===== config.mk =====
export PLATFORM = sky130hd
export DESIGN_NAME = ps2_move_decoder
export DESIGN_NICKNAME = d
export VERILOG_FILES = /design/src/rtl/game_pkg.sv /design/src/rtl/ps2_rx.sv /design/src/rtl/ps2_move_decoder.sv
export SDC_FILE = /design/constraint.sdc
export NUM_CORES = 1
export LEC_CHECK = 0
export ABC_AREA = 1
export BUFFER_PORTS_ARGS = -buffer_cell sky130_fd_sc_hd__buf_2
export CORE_MARGIN = 8
export CORE_UTILIZATION = 50
export CTS_CLUSTER_SIZE = 40
export DETAILED_ROUTE_END_ITERATION = 10
export HOLD_SLACK_MARGIN = 0.1
export PLACE_DENSITY = 0.77
export SYNTH_ARGS = -nofsm -noshare
export SYNTH_HDL_FRONTEND = slang
export SYNTH_SLANG_ARGS = --single-unit

===== constraint.sdc =====
create_clock -name clk -period 1.65 [get_ports clk]
set_input_delay 0.2475 -clock clk [delete_from_list [all_inputs] [get_ports clk]]
set_output_delay 0.2475 -clock clk [all_outputs]
set_load 0.005 [all_outputs]

===== src/rtl/game_pkg.sv =====
// Shared encodings for the 2048 game: command codes, PS/2 scan codes and the
// keyboard receiver state type.
package game_pkg;

   localparam logic [2:0] CMD_UP      = 3'd0;
   localparam logic [2:0] CMD_DOWN    = 3'd1;
   localparam logic [2:0] CMD_LEFT    = 3'd2;
   localparam logic [2:0] CMD_RIGHT   = 3'd3;
   localparam logic [2:0] CMD_RESTART = 3'd4;

   localparam logic [7:0] SC_EXT     = 8'hE0;
   localparam logic [7:0] SC_BRK     = 8'hF0;
   localparam logic [7:0] SC_E_UP    = 8'h75;
   localparam logic [7:0] SC_E_DOWN  = 8'h72;
   localparam logic [7:0] SC_E_LEFT  = 8'h6B;
   localparam logic [7:0] SC_E_RIGHT = 8'h74;
   localparam logic [7:0] SC_W       = 8'h1D;
   localparam logic [7:0] SC_S       = 8'h1B;
   localparam logic [7:0] SC_A       = 8'h1C;
   localparam logic [7:0] SC_D       = 8'h23;
   localparam logic [7:0] SC_R       = 8'h2D;

   typedef enum logic [1:0] {ST_IDLE, ST_DATA, ST_PARITY, ST_STOP} rx_state_t;

   typedef struct packed {
      logic       hit;
      logic [2:0] code;
   } cmd_t;

   // Map a make code (with the E0 prefix flag) to a game command.
   function automatic cmd_t decode_scan(input logic [7:0] sc, input logic ext);
      cmd_t c;
      c.hit  = 1'b1;
      c.code = CMD_UP;
      if (ext) begin
         case (sc)
            SC_E_UP:    c.code = CMD_UP;
            SC_E_DOWN:  c.code = CMD_DOWN;
            SC_E_LEFT:  c.code = CMD_LEFT;
            SC_E_RIGHT: c.code = CMD_RIGHT;
            default:    c.hit  = 1'b0;
         endcase
      end else begin
         case (sc)
            SC_W:    c.code = CMD_UP;
            SC_S:    c.code = CMD_DOWN;
            SC_A:    c.code = CMD_LEFT;
            SC_D:    c.code = CMD_RIGHT;
            SC_R:    c.code = CMD_RESTART;
            default: c.hit  = 1'b0;
         endcase
      end
      return c;
   endfunction

endpackage


===== src/rtl/ps2_rx.sv =====
// PS/2 frame receiver: line synchronisers, ps2_clk glitch filter, 11-bit frame
// FSM with odd-parity/stop check and an inter-edge watchdog.
module ps2_rx
   import game_pkg::*;
#(
   parameter int FILTER_LEN     = 8,
   parameter int TIMEOUT_CYCLES = 50000
) (
   input  logic       clk,
   input  logic       rst,
   input  logic       ps2_clk,
   input  logic       ps2_data,
   output logic       byte_valid,
   output logic [7:0] byte_data,
   output logic       frame_err,
   output logic       timeout
);

   localparam int FW = $clog2(FILTER_LEN + 1);
   localparam int WW = $clog2(TIMEOUT_CYCLES + 1);

   logic [1:0]    clk_sync_reg;
   logic [1:0]    data_sync_reg;
   logic [FW-1:0] filt_cnt_reg;
   logic          filt_level_reg;
   logic          fall_reg;
   logic          fall_data_reg;
   rx_state_t     state_reg;
   logic [2:0]    bit_cnt_reg;
   logic [7:0]    shift_reg;
   logic          parity_reg;
   logic [WW-1:0] wd_cnt_reg;
   logic          stop_seen;
   logic          frame_good;

   // Strobes are decoded from the fall cycle so the top can register the
   // resulting command one cycle after the stop bit is sampled.
   always_comb begin
      stop_seen  = fall_reg && (state_reg == ST_STOP);
      frame_good = fall_data_reg && (^{shift_reg, parity_reg});
      timeout    = (state_reg != ST_IDLE) && !fall_reg &&
                   (wd_cnt_reg == WW'(TIMEOUT_CYCLES - 1));
      byte_valid = stop_seen && frame_good;
      frame_err  = (stop_seen && !frame_good) || timeout;
      byte_data  = shift_reg;
   end

   always_ff @(posedge clk) begin
      if (rst) begin
         clk_sync_reg   <= 2'b11;
         data_sync_reg  <= 2'b11;
         filt_cnt_reg   <= '0;
         filt_level_reg <= 1'b1;
         fall_reg       <= 1'b0;
         fall_data_reg  <= 1'b0;
         state_reg      <= ST_IDLE;
         bit_cnt_reg    <= '0;
         shift_reg      <= '0;
         parity_reg     <= 1'b0;
         wd_cnt_reg     <= '0;
      end else begin
         clk_sync_reg  <= {clk_sync_reg[0], ps2_clk};
         data_sync_reg <= {data_sync_reg[0], ps2_data};
         fall_reg      <= 1'b0;

         // Level flips only after FILTER_LEN consecutive differing samples.
         if (clk_sync_reg[1] == filt_level_reg) begin
            filt_cnt_reg <= '0;
         end else if (filt_cnt_reg == FW'(FILTER_LEN - 1)) begin
            filt_cnt_reg   <= '0;
            filt_level_reg <= clk_sync_reg[1];
            fall_reg       <= ~clk_sync_reg[1];
            fall_data_reg  <= data_sync_reg[1];
         end else begin
            filt_cnt_reg <= filt_cnt_reg + 1'b1;
         end

         if (fall_reg) begin
            case (state_reg)
               ST_IDLE: begin
                  if (!fall_data_reg) begin
                     state_reg   <= ST_DATA;
                     bit_cnt_reg <= '0;
                  end
               end
               ST_DATA: begin
                  shift_reg   <= {fall_data_reg, shift_reg[7:1]};
                  bit_cnt_reg <= bit_cnt_reg + 1'b1;
                  if (bit_cnt_reg == 3'd7) state_reg <= ST_PARITY;
               end
               ST_PARITY: begin
                  parity_reg <= fall_data_reg;
                  state_reg  <= ST_STOP;
               end
               default: state_reg <= ST_IDLE;
            endcase
         end

         if (state_reg == ST_IDLE || fall_reg) begin
            wd_cnt_reg <= '0;
         end else if (timeout) begin
            wd_cnt_reg  <= '0;
            state_reg   <= ST_IDLE;
            shift_reg   <= '0;
            bit_cnt_reg <= '0;
         end else begin
            wd_cnt_reg <= wd_cnt_reg + 1'b1;
         end
      end
   end

endmodule


===== src/rtl/ps2_move_decoder.sv =====
// PS/2 keyboard to 2048 command decoder: E0/F0 prefix tracking and a one-deep
// valid/ready command register that drops commands arriving while full.
module ps2_move_decoder
   import game_pkg::*;
#(
   parameter int FILTER_LEN     = 8,
   parameter int TIMEOUT_CYCLES = 50000
) (
   input  logic       clk,
   input  logic       rst,
   input  logic       ps2_clk,
   input  logic       ps2_data,
   output logic       cmd_valid,
   output logic [2:0] cmd_code,
   input  logic       cmd_ready,
   output logic       frame_err,
   output logic       cmd_dropped
);

   logic       byte_valid;
   logic [7:0] byte_data;
   logic       rx_err;
   logic       rx_timeout;
   logic       ext_reg;
   logic       brk_reg;
   logic       cmd_valid_reg;
   logic [2:0] cmd_code_reg;
   logic       frame_err_reg;
   logic       cmd_dropped_reg;
   logic       is_prefix;
   logic       new_cmd;
   cmd_t       dec;

   ps2_rx #(
      .FILTER_LEN     (FILTER_LEN),
      .TIMEOUT_CYCLES (TIMEOUT_CYCLES)
   ) u_rx (
      .clk        (clk),
      .rst        (rst),
      .ps2_clk    (ps2_clk),
      .ps2_data   (ps2_data),
      .byte_valid (byte_valid),
      .byte_data  (byte_data),
      .frame_err  (rx_err),
      .timeout    (rx_timeout)
   );

   always_comb begin
      dec       = decode_scan(byte_data, ext_reg);
      is_prefix = (byte_data == SC_EXT) || (byte_data == SC_BRK);
      new_cmd   = byte_valid && !is_prefix && !brk_reg && dec.hit;
   end

   always_ff @(posedge clk) begin
      if (rst) begin
         ext_reg         <= 1'b0;
         brk_reg         <= 1'b0;
         cmd_valid_reg   <= 1'b0;
         cmd_code_reg    <= '0;
         frame_err_reg   <= 1'b0;
         cmd_dropped_reg <= 1'b0;
      end else begin
         frame_err_reg   <= rx_err;
         cmd_dropped_reg <= 1'b0;

         if (rx_timeout) begin
            ext_reg <= 1'b0;
            brk_reg <= 1'b0;
         end else if (byte_valid) begin
            if (byte_data == SC_EXT) begin
               ext_reg <= 1'b1;
            end else if (byte_data == SC_BRK) begin
               brk_reg <= 1'b1;
            end else begin
               ext_reg <= 1'b0;
               brk_reg <= 1'b0;
            end
         end

         // A command replaces the pending one only if that one leaves this cycle.
         if (new_cmd) begin
            if (!cmd_valid_reg || cmd_ready) begin
               cmd_valid_reg <= 1'b1;
               cmd_code_reg  <= dec.code;
            end else begin
               cmd_dropped_reg <= 1'b1;
            end
         end else if (cmd_valid_reg && cmd_ready) begin
            cmd_valid_reg <= 1'b0;
         end
      end
   end

   assign cmd_valid   = cmd_valid_reg;
   assign cmd_code    = cmd_code_reg;
   assign frame_err   = frame_err_reg;
   assign cmd_dropped = cmd_dropped_reg;

endmodule


; ---- Word-level counts from Yosys, hierarchy flattened
; Index checks and enable logic that the tools add are counted.
[word_totals]
reg_bits = 49
in_bits = 5
output_inout_bits = 6
elab_cells = 108
[classes]
add_sub_neg = 3
eq_ne = 20
muxes = 27
bitwise = 5
n_reduce_logical = 36
[op_table]
columns = operator, n
row1 = 8-bit by 7-bit == test with 1-bit output (second input constant), 4
row2 = 8-bit two-way mux, 4
row3 = 8-bit by 5-bit == test with 1-bit output (second input constant), 3
row4 = 16-bit by 1-bit adder with 16-bit output (second input constant), 1
row5 = 16-bit == test (second input constant), 1
row6 = 8-bit by 6-bit == test with 1-bit output (second input constant), 2
row7 = 8-bit == test (second input constant), 2
row8 = 3-bit two-way mux, 4
row9 = 2-bit case mux with 3 select lines, 2
row10 = 3-bit case mux with 4 select lines, 1
row11 = 2-bit AND reduction, 6
row12 = 1-bit logical AND, 10
row13 = 2-bit two-way mux, 5
row14 = 1-bit two-way mux, 9
row15 = 3-bit OR reduction, 3
row16 = 9-bit XOR reduction, 1
row17 = 3-bit case mux with 2 select lines, 1
row18 = 1-bit zero test, 5
row19 = 1-bit inverter, 5
row20 = 5-bit OR reduction, 1
row21 = 4-bit by 1-bit adder with 4-bit output (second input constant), 1
row22 = 2-bit == test (second input constant), 2
row23 = 4-bit by 3-bit == test with 1-bit output (second input constant), 1
row24 = 1-bit logical OR, 4
row25 = 11 further kinds, 13

; ---- Depth between registers and ports, before layout
[depth]
word_depth = 8
ltp_mapped = 14
mapped_depth_nobuf = 14

; ---- Cells and area by module
; From an unflattened synthesis, not the netlist that was laid out.
[hier_totals]
cells_unflattened = 373
hier_area_um2 = 2528.7
[by_module_without_submodules]
columns = mod, instances, cells_each, area_each_um2, seq_area_each_um2
row1 = ps2_rx, 1, 272, 1941.9, 820.8
row2 = ps2_move_decoder, 1, 101, 586.8, 160.2

; ---- Least setup slack after synthesis
; No wires, ideal clock.
[synth_timing]
kind = reg-to-reg
startpoint = reg u_rx.wd_cnt_reg[0]
endpoint = reg u_rx.wd_cnt_reg[11]
setup_ns = 0.122
arrival_ns = 1.509
t_required_ns = 1.528
setup_slack_ns = 0.019
path_stages_with_launch = 12
n_path_buf = 1
synth_period_minus_slack_ns = 1.631
cell_sequence = dfxtp_1 ha_1 nand2_1 nor2_1 inv_1 nor4_1 nand3_1 nand2_1 inv_2 nand2_1 buf_2 a21oi_1
[synth_via]
elab_chain_cells = 3
word_cells_on_any_way = 4
cone_classes = add/sub: 1 / eq/ne: 1 / reduce/logical: 2
[synth_lines]
columns = item, line
row1 = "start, declared", ps2_rx.sv:32  ; logic [WW-1:0] wd_cnt_reg;
row2 = "start signal, assigned", ps2_rx.sv:107  ; wd_cnt_reg <= wd_cnt_reg + 1'b1;
row3 = branches (longest 3 deep; another with 16-bit by 1-bit adder with 16-bit output), -
; Parallel ways; which one is timed is not known.
; A chain may end at the register's enable or synchronous reset.

; ---- Worst setup path after layout
[layout_timing]
startpoint = reg u_rx.shift_reg[2] (netlist: u_rx.byte_data[2])
endpoint = reg cmd_code_reg[2] (netlist: cmd_code[2])
[layout_via]
elab_chain_cells = 7
word_cells_on_any_way = 26
cone_classes = eq/ne: 11 / mux: 4 / reduce/logical: 11
[layout_lines]
columns = item, line
row1 = "start, declared", ps2_rx.sv:30  ; logic [7:0] shift_reg;
row2 = "start signal, assigned", ps2_rx.sv:87  ; shift_reg <= {fall_data_reg, shift_reg[7:1]};
row3 = branches (longest 7 deep; another with 8-bit by 6-bit == test with 1-bit output), -
row4 = "end signal, assigned", ps2_move_decoder.sv:84  ; cmd_code_reg <= dec.code;
row5 = "end, declared", ps2_move_decoder.sv:27  ; logic [2:0] cmd_code_reg;
; Parallel ways; which one is timed is not known.

==> summary.txt <==
Outcome: finished clean
Area leader, netlist: dfxtp_1
Pins Over Slew Limit: 0
Hpwl dp: 3.55 mm
Cell area after synthesis: 2410 sq um
Ant. Diodes: 0
CP Max Fanout: 5
Largest net degree at the start of global routing: 15
Yosys top cell area share: 40.8%
Slowest CP cell: dfxtp_4
Peak supply drop: 616 uV
Synth area leaders: dfxtp_1, nand2_1, nor2_1
Die area: 7290 sq um
Final setup vio count: 0
CTS buffer count: 5
Critical path class: reg -> reg
Ports: 11
Crit-path cells: nand2_1, nand2_2, nand2_2, nand2_2, nand2_2, nand2_2, nand2_2, nand3_2, nor2_4, nand4_4, nand2_1, nand2_1, nor2_1
RSZ-0062 raised after global routing: yes
First-pass GRT wire length: 8.31 mm
Number of synthesized register bits: 49
Synth Flop Type: dfxtp_1
Required @ worst endpoint: 1890 ps
Total Wirelength: 5.14 mm
Detail Route Antenna Nets: 0
Setup WS pre-CTS: -32.1 ps
Iter 0 DRT Violations: 128
DR DRC count: 0
Hold buffer count at cts: 0
TritonCTS Sinks: 49
Root buffer cell: clkbuf_8
Syn_nets: 351
PortBufs: 10
Most common cell after layout, fill and taps aside: nand2_1
Initial antenna violation count: 0
Critical Path Sink Type: flip-flop
Final Skew: 4.66 ps
FP Rows: 25
Nets: 387
FILL cells: 413
Arrival time at the worst endpoint: 1860 ps
Starting Density: 51.3%
Final global-route overflow total: 0
GPL Wtd Cong: 0.820
Die height: 85.4 um
Via density per instance: 5.14
Vias: 2,226
H-tree depth: 2
Pwr/cell area: 633 nW/um^2
Synth unique cells: 36
Fin area: 2990 sq um
Largest register FFs: 16
HP Class: in -> reg
Area grow syn2layout: 24.2%
Minimum clock period after layout: 1620 ps
Seq/Total Area, Yosys: 40.8%
DP Area: 2600 sq um
Max Clk Rate: 619 MHz
YS warnings: 0
Least-Margin Pin Slew: 390 ps
Wire length per cell: 11.9 um
Tot GR Track Use: 13.6%
Synthesized area per cell: 7.04 sq um
Most common cell on crit path: nand2_2
DRT Pass-1 Iters: 5
Core area: 4690 sq um
Startpoint types: flip-flop
CTS tree: built
EDFF count, synth: 0
Leak: 1.22 nW
Clock slew at the register clock pins of the worst setup and hold paths: 90 ps
Async S/R FF share, synth: 0%
Final setup margin: 34.9 ps
Largest stage delay, worst path: 370 ps
Fin crit share: 97.9%
Clock Latency Late Sink: 300 ps
Commonest non-fill, non-tap cells in the layout: nand2_1, dfxtp_1, inv_1, nor2_1, buf_4
Share of cells above drive strength 1: 32.2%
Max Cap Viol: 0
Die Span X: 85.4 um
Slew HR: 74.0%
Final Hold Viols: 0
Syn Inst Count: 342
Bufs on Longest Clock Path: 2
Vias in the first global route: 2,033
[critical path, delay by kind of cell (launching register included)]
family        cells  cell delay [ps]
flops             1              370
simple gates     13             1200
[synth_stat cells, types with 3 or more instances]
master     n
nand3_2    3
o21ai_0    5
inv_2     10
nand4_1    4
o211ai_1   3
nor2_4     3
nor3_1     7
ha_1       4
or2_2      6
nor3b_1    4
inv_1     42
nand3_1   25
dfxtp_1   49
nand2_2    6
nor2_1    43
a21oi_1   21
xor2_1     5
nand2_1   77
[per-stage QoR]
stage               utilization [%]  power (mW)  setup TNS, ps  hold slack (ps)  cells
floorplan                         -        1.24              0              351    342
global placement               55.5        1.25              0              391    415
detailed placement             55.5        1.25           -254              408    415
CTS                            58.7        1.92              0              123    426
global route                   63.7        1.96           -391              114    433
finish                         63.7        1.89              0              129    433
[cell families after synthesis]
logic type,after synthesis,share of synthesized area (%)
compound gates,38,9.10
simple gates,187,36.6
buf+inv,58,9.31
flops,49,40.8
xor+xnor,6,2.18
fa+ha+maj,4,2.08
[where the power goes]
| group | leakage (nW) | switching (mW) | total (mW) | internal (mW) |
|---|---|---|---|---|
| logic | 0.781 | 0.0212 | 0.0333 | 0.0121 |
| registers | 0.403 | 0.00188 | 1.18 | 1.17 |
| clock network | 0.0385 | 0.382 | 0.683 | 0.300 |
| total | 1.22 | 0.405 | 1.89 | 1.49 |
[per-layer routing]
metal / vias to the layer above / global-route usage, % / part of all wire (%)
li1: 1153 / - / -
met1: 1041 / 15.6 / 46
met2: 25 / 23.9 / 51
met3: 7 / 3.67 / 2.3
met4: 0 / 4.46 / 1.1
met5: - / 0 / 0
[repair_timing]
item | CTS | global route
setup buffers | 3 | 7
gates resized for setup | 13 | 61
cloned | 0 | 0
pin swaps | 3 | 19
setup endpoints to repair | 16 | 28
[layout make-up]
type                            instances  area, sq um  share of cell area, %
Multi-Input combinational cell        235         1370                   46.0
Sequential cell                        49         1010                   33.9
Timing Repair Buffer                   34          238                   7.96
Inverter                               53          211                   7.08
Clock buffer                            7         76.3                   2.55
Tap cell                               54         67.6                   2.26
Clock inverter                          1         7.51                  0.251
[path summary, 6_finish.rpt]
| check | start | endpoint | slack [ps] | cells after the start |
|---|---|---|---|---|
| worst min-delay path | ps2_clk | u_rx.clk_sync_reg[0] | 130 | 2 |
| worst max-delay path | u_rx.byte_data[2] | cmd_code[2] | 30 | 13 |
| worst max register to register | u_rx.byte_data[2] | cmd_code[2] | 30 | 13 |
| worst min register to register | u_rx.clk_sync_reg[0] | u_rx.clk_sync_reg[1] | 420 | 1 |
(Power assumes the default switching activity.)
